==> config.mk <==
export PLATFORM = sky130hd
export DESIGN_NAME = sdes_engine_ctrl
export DESIGN_NICKNAME = d
export VERILOG_FILES = /design/src/rtl/sdes_engine_ctrl.sv
export SDC_FILE = /design/constraint.sdc
export NUM_CORES = 1
export LEC_CHECK = 0
export CORE_AREA = 2 2 69 97
export CTS_CLUSTER_SIZE = 20
export DETAILED_ROUTE_END_ITERATION = 6
export DIE_AREA = 0 0 71 99
export SYNTH_ARGS = -nofsm -noshare
export SYNTH_HDL_FRONTEND = slang
export SYNTH_SLANG_ARGS = --single-unit
==> constraint.sdc <==
create_clock -name clk -period 2.1 [get_ports clk]
set_input_delay 0.315 -clock clk [delete_from_list [all_inputs] [get_ports clk]]
set_output_delay 0.315 -clock clk [all_outputs]
set_load 0.01 [all_outputs]
==> src/rtl/sdes_engine_ctrl.sv <==
// Multi-cycle S-DES encrypt/decrypt engine with valid/ready handshakes on both sides.
// Sequence: IP -> fk(Ka) -> SW -> fk(Kb) -> FP, each round held for STEP_CYCLES clocks.
module sdes_engine_ctrl #(
  parameter int unsigned STEP_CYCLES = 1
) (
  input  logic       clk,
  input  logic       rst_n,
  input  logic       in_valid,
  output logic       in_ready,
  input  logic [7:0] in_data,
  input  logic [9:0] in_key,
  input  logic       in_decrypt,
  output logic       out_valid,
  input  logic       out_ready,
  output logic [7:0] out_data,
  output logic       busy
);

  typedef enum logic [1:0] {StIdle, StRnd1, StRnd2, StDone} state_e;

  localparam logic [7:0] LastCnt = 8'(STEP_CYCLES - 1);

  // S-boxes indexed by {row, col} = {b1, b4, b2, b3}
  localparam logic [1:0] S0 [16] = '{2'd1, 2'd0, 2'd3, 2'd2, 2'd3, 2'd2, 2'd1, 2'd0,
                                     2'd0, 2'd2, 2'd1, 2'd3, 2'd3, 2'd1, 2'd3, 2'd2};
  localparam logic [1:0] S1 [16] = '{2'd0, 2'd1, 2'd2, 2'd3, 2'd2, 2'd0, 2'd1, 2'd3,
                                     2'd3, 2'd0, 2'd1, 2'd0, 2'd2, 2'd1, 2'd0, 2'd3};

  // Shared 8-bit permutation block: type 0 = IP, type 1 = FP (IP inverse)
  function automatic logic [7:0] perm8(input logic [7:0] x, input logic ptype);
    if (!ptype) return {x[6], x[2], x[5], x[7], x[4], x[0], x[3], x[1]};
    else        return {x[4], x[7], x[5], x[3], x[1], x[6], x[0], x[2]};
  endfunction

  function automatic logic [9:0] p10(input logic [9:0] k);
    return {k[7], k[5], k[8], k[3], k[6], k[0], k[9], k[1], k[2], k[4]};
  endfunction

  // Rotate each 5-bit half left by one
  function automatic logic [9:0] ls1(input logic [9:0] a);
    return {a[8:5], a[9], a[3:0], a[4]};
  endfunction

  function automatic logic [7:0] p8(input logic [9:0] y);
    return {y[4], y[7], y[3], y[6], y[2], y[5], y[0], y[1]};
  endfunction

  function automatic logic [7:0] fk(input logic [7:0] x, input logic [7:0] k);
    logic [7:0] t;
    logic [3:0] s;
    t = {x[0], x[3], x[2], x[1], x[2], x[1], x[0], x[3]} ^ k;
    s = {S0[{t[7], t[4], t[6], t[5]}], S1[{t[3], t[0], t[2], t[1]}]};
    return {x[7:4] ^ {s[2], s[0], s[1], s[3]}, x[3:0]};
  endfunction

  state_e     state_q, state_d;
  logic [7:0] data_q, data_d;
  logic [7:0] k1_q, k1_d, k2_q, k2_d;
  logic       mode_q, mode_d;
  logic [7:0] cnt_q, cnt_d;
  logic       out_valid_q, out_valid_d;
  logic [7:0] out_data_q, out_data_d;
  logic       ready_q;

  logic [9:0] key_ls1;
  logic [7:0] ka, kb;
  logic       step_done;

  assign key_ls1   = ls1(p10(in_key));
  assign ka        = mode_q ? k2_q : k1_q;
  assign kb        = mode_q ? k1_q : k2_q;
  assign step_done = (cnt_q == LastCnt);

  assign in_ready  = ready_q;
  assign out_valid = out_valid_q;
  assign out_data  = out_data_q;
  assign busy      = (state_q != StIdle);

  // Next-state and datapath sequencing
  always_comb begin
    state_d     = state_q;
    data_d      = data_q;
    k1_d        = k1_q;
    k2_d        = k2_q;
    mode_d      = mode_q;
    cnt_d       = cnt_q;
    out_valid_d = out_valid_q;
    out_data_d  = out_data_q;
    case (state_q)
      StIdle: begin
        if (in_valid && ready_q) begin
          data_d  = perm8(in_data, 1'b0);
          k1_d    = p8(key_ls1);
          k2_d    = p8(ls1(ls1(key_ls1)));
          mode_d  = in_decrypt;
          cnt_d   = '0;
          state_d = StRnd1;
        end
      end
      StRnd1: begin
        if (step_done) begin
          data_d  = {fk(data_q, ka)} << 4 | {fk(data_q, ka)} >> 4;
          cnt_d   = '0;
          state_d = StRnd2;
        end else begin
          cnt_d = cnt_q + 8'd1;
        end
      end
      StRnd2: begin
        if (step_done) begin
          out_data_d  = perm8(fk(data_q, kb), 1'b1);
          out_valid_d = 1'b1;
          cnt_d       = '0;
          state_d     = StDone;
        end else begin
          cnt_d = cnt_q + 8'd1;
        end
      end
      StDone: begin
        if (out_ready) begin
          out_valid_d = 1'b0;
          state_d     = StIdle;
        end
      end
      default: state_d = StIdle;
    endcase
  end

  // State registers; in_ready stays low until the first edge out of reset
  always_ff @(posedge clk or negedge rst_n) begin
    if (!rst_n) begin
      state_q     <= StIdle;
      data_q      <= '0;
      k1_q        <= '0;
      k2_q        <= '0;
      mode_q      <= 1'b0;
      cnt_q       <= '0;
      out_valid_q <= 1'b0;
      out_data_q  <= '0;
      ready_q     <= 1'b0;
    end else begin
      state_q     <= state_d;
      data_q      <= data_d;
      k1_q        <= k1_d;
      k2_q        <= k2_d;
      mode_q      <= mode_d;
      cnt_q       <= cnt_d;
      out_valid_q <= out_valid_d;
      out_data_q  <= out_data_d;
      ready_q     <= (state_d == StIdle);
    end
  end

endmodule

==> run metrics, run 1 <==
post-synth top area cell=dfrtp_1; Max Cap Viol=0; Final Worst Setup Slack=-0.003628 ns; Leakage=0.001344 µW; post-route cell area=roughly 3000 µm²; Final nets=a little over 300; Die H=about 100 µm; period utilisation layout=100.2%; clk slew on worst S/H paths=roughly 0.07 ns; fraction of registers with async set/reset=100.0%; DRT antenna net count=0; Routed wire per std cell=roughly 14 µm; largest cells by area after synthesis=dfrtp_1, mux2i_1, mux2_2; run status=finished with violations; Final Instance Count excl. Fillers=350; HPWL after DPL=3744 µm; largest family of logic cells by synthesized area=multiplexers; Port Buffers=33; DR iter-0 viols=52; share of layout cells above drive strength 1=around 18%; synth warn=0; skew final=~0.0072 ns; RSZ-0062 raised after global routing=true; Die Wd=71 µm; syn nets=around 270; Post-Synth XOR/XNOR Area=around an eighth; TritonCTS Sinks=39; CTS Buf Count=5; area grow syn2layout=27.13%; post-synth cell types=34; Synth top cells by count=dfrtp_1, mux2i_1, nand2_1; Total GRT Usage=between 10 and 15%; worst-case clock buffer depth=2; initial antenna violation count=0; worst vdd ir=about 0.28 mV; DRC viols=0; Root Buffer=clkbuf_8; Worst EP arrival=between 2 and 2.5 ns; Final setup viols=1; Synth Area in Compound Gates=between 7 and 8%; Post-synth EDFFs=0; CP max FO=7; Syn Area/Cell=a little over 10 µm²; placed insts=approximately 340; Synth Area in Adders=under 10%; global-route wire length before repair=about 8100 µm; HP Class=reg -> reg; ant diodes=0; CTS tree=built; ys flop type=dfrtp_1; Mapped Cells=234; failing checks=setup timing; Mapped Area=between 2000 and 2500 µm²; pwr dens=approximately 440 nW/µm²; FMAX=around 480 MHz; final worst path period need=approximately 2.1 ns; vias in the first global route=1,821; Congestion Overflow GR=0; Fin. Hold Viols=0; number of fill cells=between 500 and 600; core area=6168 µm²; # rows=34; Worst Max-Slew Pin Slew=between 0.5 and 0.6 ns; largest net degree at the start of global routing=40; RD Place Congestion=between 0.8 and 0.9; Routed WL=4945 µm; mux contribution to synthesized area=between 15 and 20%; post-synthesis simple-gate area fraction=approximately 11%; Vias=roughly 1,800; top-count cell post-synth=dfrtp_1; Worst setup EP type=register; Yosys top cell area share=between 40% and 50%; Slew Limit Headroom=around 65%; required time worst endpoint=approximately 2.3 ns; max-slew violations=0; sequential share of the synthesized area=slightly above 40%; Post-DP Area=between 2000 and 3000 µm²; worst skew pair latency=a little under 0.3 ns; Avg Vias per Cell=between 5 and 6; num ports=34; CP Launch Type=register; #FFs+latches synth=39; Die Footprint=7029 µm²; Initial Util=approximately two fifths; worst setup path category=reg -> reg; H-tree Lvls=2; Pre-antenna DRT Iters=4
## flip-flops by register name, summed over array words and instances, names as in the netlist
| name | count |
|---|---|
| cnt_q | 8 |
| mode_q | 1 |
| out_data | 8 |
| in_ready | 1 |
| k2_q | 3 |
| data_q | 8 |
| state_q | 2 |
| out_valid | 1 |
| k1_q | 7 |
## power by group
part	internal, µW	switching (µW)	total (µW)
Combinational	40.7	22.9	63.7
Clock	258	254	512
Sequential	750	0	750
Total	1050	277	1330
## routing by layer
metal,routed length [µm],vias up,global-route usage (%)
li1,-,878,-
met1,1946,880,15.65
met2,2709,33,26.89
met3,167,6,3.067
met4,121,0,6.967
met5,0,-,0
## through the flow
step | total power (µW) | utilization, % | setup slack, ns | hold slack, ns | setup TNS, ns
global route | 1395 | 48.95 | -0.09986 | 0.5046 | -0.3232
global placement | 829.1 | 46.31 | 0.06380 | 0.2996 | 0
CTS | 1364 | 47.89 | 0.002726 | 0.4893 | 0
detailed placement | 830.0 | 46.31 | 0.006178 | 0.3022 | 0
finish | 1326 | 48.95 | -0.003628 | 0.4806 | -0.003628
floorplan | 767.4 | - | 0.1735 | 0.01941 | 0
## final timing paths
path	to	slack [ns]	start	cells past startpoint
min reg2reg	out_data[6]	0.48	out_data[6]	2
max	data_q[2]	-0.004	mode_q	8
max in group asynchronous	out_data[5]	1.39	rst_n	3
max reg2reg	data_q[2]	-0.004	mode_q	8
min in group asynchronous	cnt_q[1]	0.51	rst_n	3
min	out_data[6]	0.48	out_data[6]	2
## critical path, cell delays in order, from the launching register on
cell and delay, ns:
dfrtp_1 0.42, buf_12 0.16, mux2i_4 0.19, xnor2_2 0.23
mux2i_1 0.21, mux2i_1 0.10, xor2_1 0.15, mux2_4 0.26
mux2_2 0.27
## layout by cell type, fill, tap and decap left out, drive strengths merged, types with 14 or more instances in the layout
cell type,instances
buf,15
clkdlybuf4s50,32
dfrtp,39
mux2,17
mux2i,27
nand2,23
nor2,14
o21ai,18
xnor2,19
xor2,14
## kinds of logic after synthesis
| group | after synthesis |
|---|---|
| AND/OR/NAND/NOR | 58 |
| flip-flops | 39 |
| multiplexers | 44 |
| XOR/XNOR | 33 |
| buffers and inverters | 20 |
| AO/OA/AOI/OAI | 32 |
| adder cells (fa/ha/maj) | 8 |
## layout make-up
cell class / count / area [µm²] / area share (%)
multi-input cells: 175 / 1366 / 45.25
flip-flops and latches: 39 / 975.9 / 32.32
repair buffers: 48 / 465.4 / 15.42
well taps: 72 / 90.09 / 2.984
clock buffers: 6 / 82.58 / 2.735
inverters: 9 / 33.78 / 1.119
clock inverters: 1 / 5.005 / 0.1658
## timing repair
action,in CTS,in global routing
endpoints found under the setup margin,0,5
setup buffers,0,1
endpoints found under the hold margin,39,0
hold buffers,1,0
resized for setup,0,11
Note: power is estimated with default switching activity, not from simulation.
==> run 2, diff against run 1 <==
--- a/config.mk
+++ b/config.mk
@@ -5,6 +5,7 @@
 export SDC_FILE = /design/constraint.sdc
 export NUM_CORES = 1
 export LEC_CHECK = 0
+export CAP_MARGIN = 20
 export CORE_AREA = 2 2 69 97
 export CTS_CLUSTER_SIZE = 20
 export DETAILED_ROUTE_END_ITERATION = 6
==> results of run 2 <==
Same layout as run 1: the final DEF is identical, and so are final timing and power.
==> run 3, diff against run 2 <==
--- a/config.mk
+++ b/config.mk
@@ -6,10 +6,11 @@
 export NUM_CORES = 1
 export LEC_CHECK = 0
 export CAP_MARGIN = 20
-export CORE_AREA = 2 2 69 97
+export CORE_AREA = 2 2 85 79
+export CTS_CLUSTER_DIAMETER = 80
 export CTS_CLUSTER_SIZE = 20
 export DETAILED_ROUTE_END_ITERATION = 6
-export DIE_AREA = 0 0 71 99
+export DIE_AREA = 0 0 87 81
 export SYNTH_ARGS = -nofsm -noshare
 export SYNTH_HDL_FRONTEND = slang
 export SYNTH_SLANG_ARGS = --single-unit
==> run 3 against run 2 <==
Against the previous run:
- the run now ends clean
- routed wire length shrank 5.4%
- final area is 1.3% lower
- worst setup slack improved by 0.12 ns
- power grew 3.3%
- die area rose by 0.26%
- critical endpoint is now busy
- largest cell class unchanged
- highest routed layer unchanged
==> run metrics, run 3 (synthesis gave the netlist of run 1 again) <==
Vias=between 1,500 and 2,000; RSZ-0062 raised after global routing=true; Worst Max-Slew Pin Slew=around 0.5 ns; num ports=34; CP Launch Type=register; Reg-to-Reg Start=k2_q[0]; pwr dens=459.9 nW/µm²; largest net degree at the start of global routing=40; skew final=0.006575 ns; Total GRT Usage=between 10% and 20%; share of layout cells above drive strength 1=roughly 17%; # rows=28; Fin. Hold Viols=0; run status=complete, no violations; worst-case clock buffer depth=2; Total Power=1370 µW; post-route cell area=just under 3000 µm²; Post-DP Area=2835 µm²; CTS Buf Count=5; most common cell after layout, fill and taps aside=dfrtp_1; worst skew pair latency=between 0.2 and 0.3 ns; Final Instance Count excl. Fillers=352; Routed wire per std cell=approximately 13 µm; FMAX=504.5 MHz; CP max FO=6; clk slew on worst S/H paths=around 0.080 ns; initial antenna violation count=0; TritonCTS Sinks=39; H-tree Lvls=2; Die H=roughly 80 µm; number of fill cells=between 500 and 600; required time worst endpoint=1.78 ns; Core Util, Final=roughly 48%; RD Place Congestion=0.8288; vias in the first global route=1,669; DR iter-0 viols=35; worst vdd ir=0.2205 mV; Initial Util=between 30% and 40%; final worst path period need=1.982 ns; Max Cap Viol=0; DRC viols=0; worst setup path category=reg -> out; Final setup viols=0; period utilisation layout=94.38%; DRT antenna net count=0; global-route wire length before repair=8128 µm; placed insts=~340; area grow syn2layout=25.45%; Avg Vias per Cell=4.864; Root Buffer=clkbuf_8; Congestion Overflow GR=0; Die Footprint=7047 µm²; post-CTS setup buffers=0; cell count of the worst reg-to-reg path=7; Port Buffers=33; Pre-antenna DRT Iters=4; Leakage=about 0.0013 µW; core area=around 6300 µm²; HP Class=in -> async; Slew Limit Headroom=approximately two thirds; Post-CTS Hold Fix Bufs=0; HPWL after DPL=roughly 3500 µm; most frequent cells in the layout=dfrtp_1, clkdlybuf4s50_1, nand2_1, mux2i_1, xnor2_1; critical path launch point=state_q[0]; Routed WL=approximately 4700 µm; Worst EP arrival=~1.7 ns; Die Wd=87 µm; Hold Slack=0.07643 ns; ant diodes=0; CTS tree=built; Final nets=between 300 and 400; Worst setup EP type=primary output; max-slew violations=0
[run 3: changes by cell type in the layout (fill, tap and decap cells not counted), sizes merged]
| cell | delta |
|---|---|
| clkbuf | +2 |
| buf | -1 |
| clkinv | -1 |
| dlygate4sd3 | -1 |
[run 3: final timing paths]
kind / end / slack [ns]
max: busy / 0.12
min: cnt_q[1] / 0.08
max reg2reg: data_q[2] / 0.12
min reg2reg: out_data[2] / 0.48
max in group asynchronous: mode_q / 1.65
min in group clk: out_data[2] / 0.48
[run 3: final cells by class]
type	instances	area, µm²	share of cell area, %
inverter	9	33.78	1.134
timing repair buffer	46	426.7	14.32
sequential	39	977.2	32.80
clock buffer	8	100.1	3.360
multi-input combinational	175	1348	45.23
tap	75	93.84	3.150
[run 3: layer usage]
layer	up-vias	wire [µm]	track usage [%]
met1	797	2389	21.84
li1	880	-	-
met4	0	82	6.094
met5	-	0	0
met2	30	2016	21.53
met3	5	188	3.659
[run 3: repair_timing]
| item | 4_1_cts | 5_1_grt |
|---|---|---|
| setup endpoints to repair | 0 | 6 |
| gates resized for setup | 0 | 11 |
| endpoints found under the hold margin | 0 | 0 |
[run 3: through the flow]
stage	TNS, ns	worst slack [ns]
detailed placement	0	0.08351
floorplan	0	0.1735
global placement	0	0.1030
finish	0	0.1180
CTS	0	0.06962
global route	-0.04298	-0.02393
[run 3: critical path: stages (launching register included)]
cell,delay [ns]
dfrtp_1,0.38
inv_1,0.09
ha_1,0.28
inv_1,0.10
clkdlybuf4s50_1,0.53
[run 3: power by group]
group	internal, µW	leakage (µW)	switching [µW]
Sequential	750	0.000514	0
Clock	300	0.0000515	261
Combinational	36.8	0.000756	22.1
